===== config.mk =====
export PLATFORM = sky130hd
export DESIGN_NAME = mips32_fetch_queue
export DESIGN_NICKNAME = d
export VERILOG_FILES = /design/src/rtl/mips32_fetch_queue.sv
export SDC_FILE = /design/constraint.sdc
export NUM_CORES = 1
export LEC_CHECK = 0
export ABC_AREA = 0
export BUFFER_PORTS_ARGS = -buffer_cell sky130_fd_sc_hd__buf_2
export CAP_MARGIN = 25
export CORE_AREA = 2 2 184 186
export CTS_BUF_LIST = sky130_fd_sc_hd__clkbuf_16
export DETAILED_ROUTE_END_ITERATION = 6
export DIE_AREA = 0 0 186 188
export GPL_TIMING_DRIVEN = 0
export HOLD_SLACK_MARGIN = 0.12
export PLACE_DENSITY = 0.79
export SLEW_MARGIN = 20
export SYNTH_ARGS = -nofsm -noshare
export SYNTH_HDL_FRONTEND = slang
export SYNTH_SLANG_ARGS = --single-unit

===== constraint.sdc =====
create_clock -name clk1 -period 8.95 [get_ports clk1]
set_input_delay 2.685 -clock clk1 [delete_from_list [all_inputs] [get_ports clk1]]
set_output_delay 2.685 -clock clk1 [all_outputs]
set_load 0.05 [all_outputs]

===== src/rtl/mips32_fetch_queue.sv =====
// Instruction-fetch front end: issues word reads to instruction memory and
// buffers the returned {IR, NPC} pairs in a small FIFO for the decode stage.
// Redirects flush the queue and drop any stale in-flight word; halt blocks
// new issues while the queue keeps draining.
module mips32_fetch_queue #(
  parameter int unsigned DEPTH    = 4,
  parameter int unsigned ADDR_W   = 10,
  parameter logic [31:0] RESET_PC = 32'h0000_0000
) (
  input  logic                       clk1,
  input  logic                       rst_n,
  output logic                       imem_rd_en,
  output logic [ADDR_W-1:0]          imem_addr,
  input  logic [31:0]                imem_rdata,
  input  logic                       redirect_valid,
  input  logic [31:0]                redirect_pc,
  input  logic                       halt,
  output logic                       out_valid,
  input  logic                       out_ready,
  output logic [31:0]                out_ir,
  output logic [31:0]                out_npc,
  output logic [$clog2(DEPTH):0]     queue_count
);

  localparam int unsigned PW = $clog2(DEPTH);
  localparam int unsigned CW = PW + 1;
  localparam logic [CW:0] DepthW = (CW+1)'(DEPTH);

  logic [31:0]   pc_q;
  logic          inflight_q;
  logic [31:0]   inflight_pc_q;
  logic [PW-1:0] rd_ptr_q, wr_ptr_q;
  logic [CW-1:0] count_q;
  logic [31:0]   last_ir_q, last_npc_q;

  logic [31:0]   ir_mem  [DEPTH];
  logic [31:0]   npc_mem [DEPTH];

  logic          issue, push, pop;
  logic [CW:0]   occupancy;

  // Issue / push / pop decode; redirect suppresses all three.
  always_comb begin
    occupancy  = {1'b0, count_q} + {{CW{1'b0}}, inflight_q};
    issue      = rst_n & ~halt & ~redirect_valid & (occupancy < DepthW);
    push       = rst_n & ~redirect_valid & inflight_q;
    pop        = rst_n & ~redirect_valid & out_valid & out_ready;
    imem_rd_en = issue;
    imem_addr  = pc_q[ADDR_W-1:0];
  end

  // Head presentation; holds the last popped entry while the queue is empty.
  always_comb begin
    out_valid   = (count_q != '0);
    queue_count = count_q;
    out_ir      = last_ir_q;
    out_npc     = last_npc_q;
    if (out_valid) begin
      out_ir  = ir_mem[rd_ptr_q];
      out_npc = npc_mem[rd_ptr_q];
    end
  end

  // PC, in-flight tracking, pointers and occupancy.
  always_ff @(posedge clk1) begin
    if (!rst_n) begin
      pc_q          <= RESET_PC;
      inflight_q    <= 1'b0;
      inflight_pc_q <= '0;
      rd_ptr_q      <= '0;
      wr_ptr_q      <= '0;
      count_q       <= '0;
      last_ir_q     <= '0;
      last_npc_q    <= '0;
    end else if (redirect_valid) begin
      pc_q       <= redirect_pc;
      inflight_q <= 1'b0;
      rd_ptr_q   <= '0;
      wr_ptr_q   <= '0;
      count_q    <= '0;
    end else begin
      inflight_q <= issue;
      if (issue) begin
        inflight_pc_q <= pc_q;
        pc_q          <= pc_q + 32'd1;
      end
      if (push) wr_ptr_q <= wr_ptr_q + 1'b1;
      if (pop) begin
        rd_ptr_q   <= rd_ptr_q + 1'b1;
        last_ir_q  <= ir_mem[rd_ptr_q];
        last_npc_q <= npc_mem[rd_ptr_q];
      end
      unique case ({push, pop})
        2'b10:   count_q <= count_q + 1'b1;
        2'b01:   count_q <= count_q - 1'b1;
        default: count_q <= count_q;
      endcase
    end
  end

  // Queue storage; the issue rule guarantees a free slot on every push.
  always_ff @(posedge clk1) begin
    if (push) begin
      ir_mem[wr_ptr_q]  <= imem_rdata;
      npc_mem[wr_ptr_q] <= inflight_pc_q + 32'd1;
    end
  end

endmodule


# --- Yosys cells after proc, flatten, opt, wreduce, memory -nomap -nowiden ---
# Memories as Yosys holds them, arrays and structs flattened. A register that Yosys moved wholly into a read port is not among the register bits.
# Index checks and enable logic that the tools add are counted.
totals:
  ff_bits: 136
  latchBits: 0
  ramBits: 256
  rom_bits: 0
  input_bits: 69
  output_inout_bits: 79
  mem_count: 2
classes:
  addsub: 7
  n_mul: 0
  n_div: 0
  magnitude_cmp: 1
  n_eq_ne: 2
  shifts: 0
  muxes: 11
  n_bitwise: 10
  n_reduce_logical: 6
mem_list:
  columns: ["memory", "words", "width", "read_ports", "rd_ports_with_merged_regs", "wr", "line_no", "rtl"]
  rows:
  - ["ir_mem", 4, 32, 1, 1, 1, "36", "logic [31:0] ir_mem [DEPTH];"]
  - ["npc_mem", 4, 32, 1, 1, 1, "37", "logic [31:0] npc_mem [DEPTH];"]
ops:
  columns: ["operator", "count"]
  rows:
  - ["two-way mux 32 bit", 4]
  - ["adder 32 x 1 -> 32 bit, second input constant", 2]
  - ["two-way mux 2 bit", 4]
  - ["bitwise AND 1 bit", 7]
  - ["one-hot mux 3 bit (2 select lines)", 1]
  - ["adder 2 x 1 -> 2 bit, second input constant", 2]
  - ["adder 3 x 1 -> 4 bit", 1]
  - ["less-than comparator 4 x 3 -> 1 bit, second input constant", 1]
  - ["AND reduction 2 bit", 2]
  - ["nonzero test 2 bit", 2]
  - ["adder 3 x 1 -> 3 bit, second input constant", 1]
  - ["inverter 1 bit", 3]
  - ["nonzero test 3 bit", 1]
  - ["subtractor 3 x 1 -> 3 bit, second input constant", 1]
  - ["equality test 2 x 1 -> 1 bit, second input constant", 1]
  - ["equality test 2 bit, second input constant", 1]
  - ["two-way mux 1 bit", 2]
  - ["OR reduction 2 bit", 1]

# --- Depth between registers and ports, before layout ---
depth:
  ltp_word: 6
  mapped_depth: 10
  depth_no_buf: 9

# --- Worst setup path before layout ---
# OpenSTA, ideal clock, no wires.
synth_timing:
  kind: "input -> output"
  startpoint: "in redirect_valid"
  endpoint: "out imem_rd_en"
  arrival_ns: 4.115
  required_time_ns: 6.265
  setup_slack_ns: 2.150
  cell_stages: 7
  path_buffers: 4
  path_cell_list: "or4b_4 -> or2_1 -> buf_6 -> inv_6 -> buf_12 -> buf_4 -> buf_4"
synth_between:
  elab_chain_len: 3
synth_rtl:
  columns: ["element", "line_no", "rtl"]
  rows:
  - ["start: declaration", "15", "input logic redirect_valid,"]
  - ["inverter 1 bit (no source line)", null, null]
  - ["bitwise AND 1 bit (2 in series)", "45", "issue = rst_n & ~halt & ~redirect_valid & (occupancy < DepthW);"]
  - ["end: declaration", "12", "output logic imem_rd_en,"]
# Every way passes these cells.

# --- Worst setup path after layout ---
# Same ends and word-level chain as after synthesis.

==> qor.txt <==
YS warnings: 0
RSZ-0062 raised after global routing: no
Worst endpoint data arrival time: 4650 ps
Clock transition at path regs: 60 ps
Worst r2r dst: queue_count[2]
I/O Buffers: 147
Total global-route track usage: 0.216
Worst path max stage delay: 530 ps
Top_reg_cell synth: edfxtp_1
Overflow after GRT: 0
Required @ worst endpoint: 6270 ps
Post-layout nets: 1490
Fmax achieved: 136 MHz
Core Area: 0.0331 mm²
Avg Cell Area, Syn: 13.3 µm²
Die area: 0.0350 mm²
Outcome: finished, final reports clean
CTS resizes: 0
Yosys cell types: 54
Initial antenna violation count: 2
Place WS: 1640 ps
Synth Area in Adders: 0.00661
Drt initial violations: 1016
Clock latency on the worst-skew pair: 550 ps
Area of the mapped netlist: 0.0163 mm²
Setup TNS: 0 ps
Period utilization: 0.819
Setup violators final: 0
R2R setup slack: 5940 ps
Seq cells post-synth: 394
Worst setup EP type: output pin
Final hold violation count: 0
CTS tree: done
Worst Skew: 35.8 ps
Worst-path maximum fanout: 10
Hold wc startpoint: last_ir_q[13]
Worst Hold Endpoint: last_ir_q[13]
Area share of and/or/nand/nor cells after synthesis: 0.123
Leak: 0.00700 µW
Number of vias per cell: 5.65
Xor/xnor share of the synthesized area: 0.0194
Vias in the first global route: 10600
Worst r2r src: queue_count[2]
Worst setup margin: 1620 ps
H-tree levels: 2
Largest net degree at the start of global routing: 48
Non-filler cells, final: 1890
Pwr per Cell Area: 189 mW/mm²
DIE HEIGHT: 188 µm
Startpoint types: primary input
Clk root buf: clkbuf_16
CP Cell Sequence: buf_2, or4b_4, or2_1, buf_6, inv_6, buf_12, buf_4, buf_4, buf_2
Wirelength per Cell: 20.1 µm
Largest family of logic cells by synthesized area: multiplexers
CTS Sinks: 394
WHS Path Cells: 2
Seq pwr share: 0.548
Post-synth EDFFs: 256
Synth async-reset ratio: 0
GP Congestion: 0.895
Max cap viols: 0
Layout area overhead: 15.9%
Gate power share: 0.034
Setup CP Type: in2out
Net Sw Frac: 0.215
Hold Path Class: reg2reg
# DRC: 0
Syn Inst Count: 1221
Clock Power Share: 0.418
Seq/Total Area, Yosys: 0.642
Hold Buf Count CTS: 0
Drt first pass iters: 7
Layout cells sized above 1: 0.263
Post-CTS Setup Bufs: 0
Starting Density: 0.491
Internal: 2810 µW
Compound-Gate Fraction of Synth Area: 0.0394
Slowest CP cell: or4b_4
Total CTS buffers: 39
Tmin final: 7330 ps
Final Cell Area: 0.0189 mm²
Worst-Margin Slew: 932 ps
Worst Reg2Reg Path Length in Cells: 10
Final HPWL DP: 25.1 mm
Sw power: 767 µW
Die Width: 186 µm
Post-DRT Antenna Nets: 0
Mux contribution to synthesized area: 0.140
Row count: 67
Buf/Inv on CP: 7
Max clock buf depth: 3
Worst ir drop on vdd: 150 µV
Top delay family on crit path: buffers and inverters
Antenna Diode Count: 0
Max-slew headroom: 0.379
I/O pin cnt: 148
Routed vias: 10700
First-pass GRT wire length: 58.2 mm
Placed Cells: 1820
Post-DP Area: 0.0177 mm²
Max Slew Vio Count: 0
Routed WL: 37.9 mm
Syn Nets: 1298
[power groups by stage]
stage | Sequential, µW | Combinational [µW] | Clock [µW]
2_1_floorplan | 1990 | 73.3 | 0
3_3_place_gp | 2000 | 115 | 0
3_5_place_dp | 2000 | 119 | 0
4_1_cts | 1960 | 120 | 1520
5_1_grt | 1960 | 131 | 1590
6_report | 1960 | 121 | 1500
[state kept, by name (all words and copies together) (netlist names), 2 cells and up, named ones only]
signal / cells
ir_mem: 128
npc_mem: 128
inflight_pc_q: 32
last_ir_q: 32
last_npc_q: 32
pc_q: 32
queue_count: 3
rd_ptr_q: 2
wr_ptr_q: 2
[layout make-up]
cell class | instances | area, µm²
buffer | 83 | 405
clock buffer | 39 | 976
clock inverter | 31 | 186
fill | 2590 | 14300
inverter | 19 | 76.3
multi-input combinational | 725 | 5370
sequential | 394 | 10500
tap | 448 | 561
timing repair buffer | 151 | 838
[layout by cell type (no fill, tap or decap), types with 12 or more instances in the layout]
cell type	instances
a21oi_1	52
and3_1	12
buf_2	158
buf_4	13
clkbuf_1	51
clkbuf_16	39
dfxtp_1	138
edfxtp_1	256
inv_1	31
mux2_2	68
mux4_2	64
nand2_1	238
nand3_1	85
nand4_1	22
nor2_1	36
o21ai_0	14
xnor2_1	26
[Yosys cell counts, drive strengths merged (16+ instances only)]
cell type | instances | area (µm²)
a21oi | 55 | 287
and3 | 16 | 100
buf | 32 | 214
clkbuf | 51 | 191
dfxtp | 138 | 2760
edfxtp | 256 | 7690
inv | 18 | 72.6
mux2 | 71 | 811
mux4 | 64 | 1440
nand2 | 238 | 893
nand3 | 86 | 435
nand4 | 24 | 180
nor2 | 36 | 135
xnor2 | 26 | 228
[worst max-delay path by stage]
stage               depth (start not counted)  slack, ps            from          to
detailed placement                          9       1640  redirect_valid  imem_rd_en
global route                                9       1560  redirect_valid  imem_rd_en
global placement                            9       1630  redirect_valid  imem_rd_en
CTS                                         9       1640  redirect_valid  imem_rd_en
finish                                      9       1620  redirect_valid  imem_rd_en
floorplan                                   7       2150  redirect_valid  imem_rd_en
[metrics by stage]
| stage | util | hold WS (ps) | total power, µW |
|---|---|---|---|
| after floorplan | - | 432 | 2060 |
| after global placement | 0.531 | 438 | 2110 |
| after detailed placement | 0.534 | 446 | 2120 |
| after CTS | 0.570 | 456 | 3590 |
| after global routing | 0.570 | 465 | 3680 |
| final | 0.570 | 454 | 3570 |
[worst register-to-register path: stages, from the launching register on]
cell and delay [ps]:
dfxtp_1 400, or3_1 230, nand3_1 180, inv_1 200, clkbuf_1 540, ha_1 320
inv_1 70, fa_1 380, xor2_1 160, or3_1 300, a21oi_1 140
[metal layers]
layer	GRT usage	up-vias	part of all wire
met5	0	-	0.00071
li1	-	4915	-
met2	0.368	511	0.50
met1	0.289	5202	0.40
met4	0.0545	4	0.019
met3	0.0373	54	0.088
[logic make-up (layout without fill, tap and decap cells)]
| kind of cell | after synthesis | count (layout) |
|---|---|---|
| xor+xnor | 36 | 36 |
| fa+ha+maj | 8 | 8 |
| mux | 137 | 137 |
| compound gates | 106 | 106 |
| simple gates | 438 | 438 |
| flops | 394 | 394 |
| buf+inv | 102 | 323 |
Note: power is estimated with default switching activity, not from simulation.
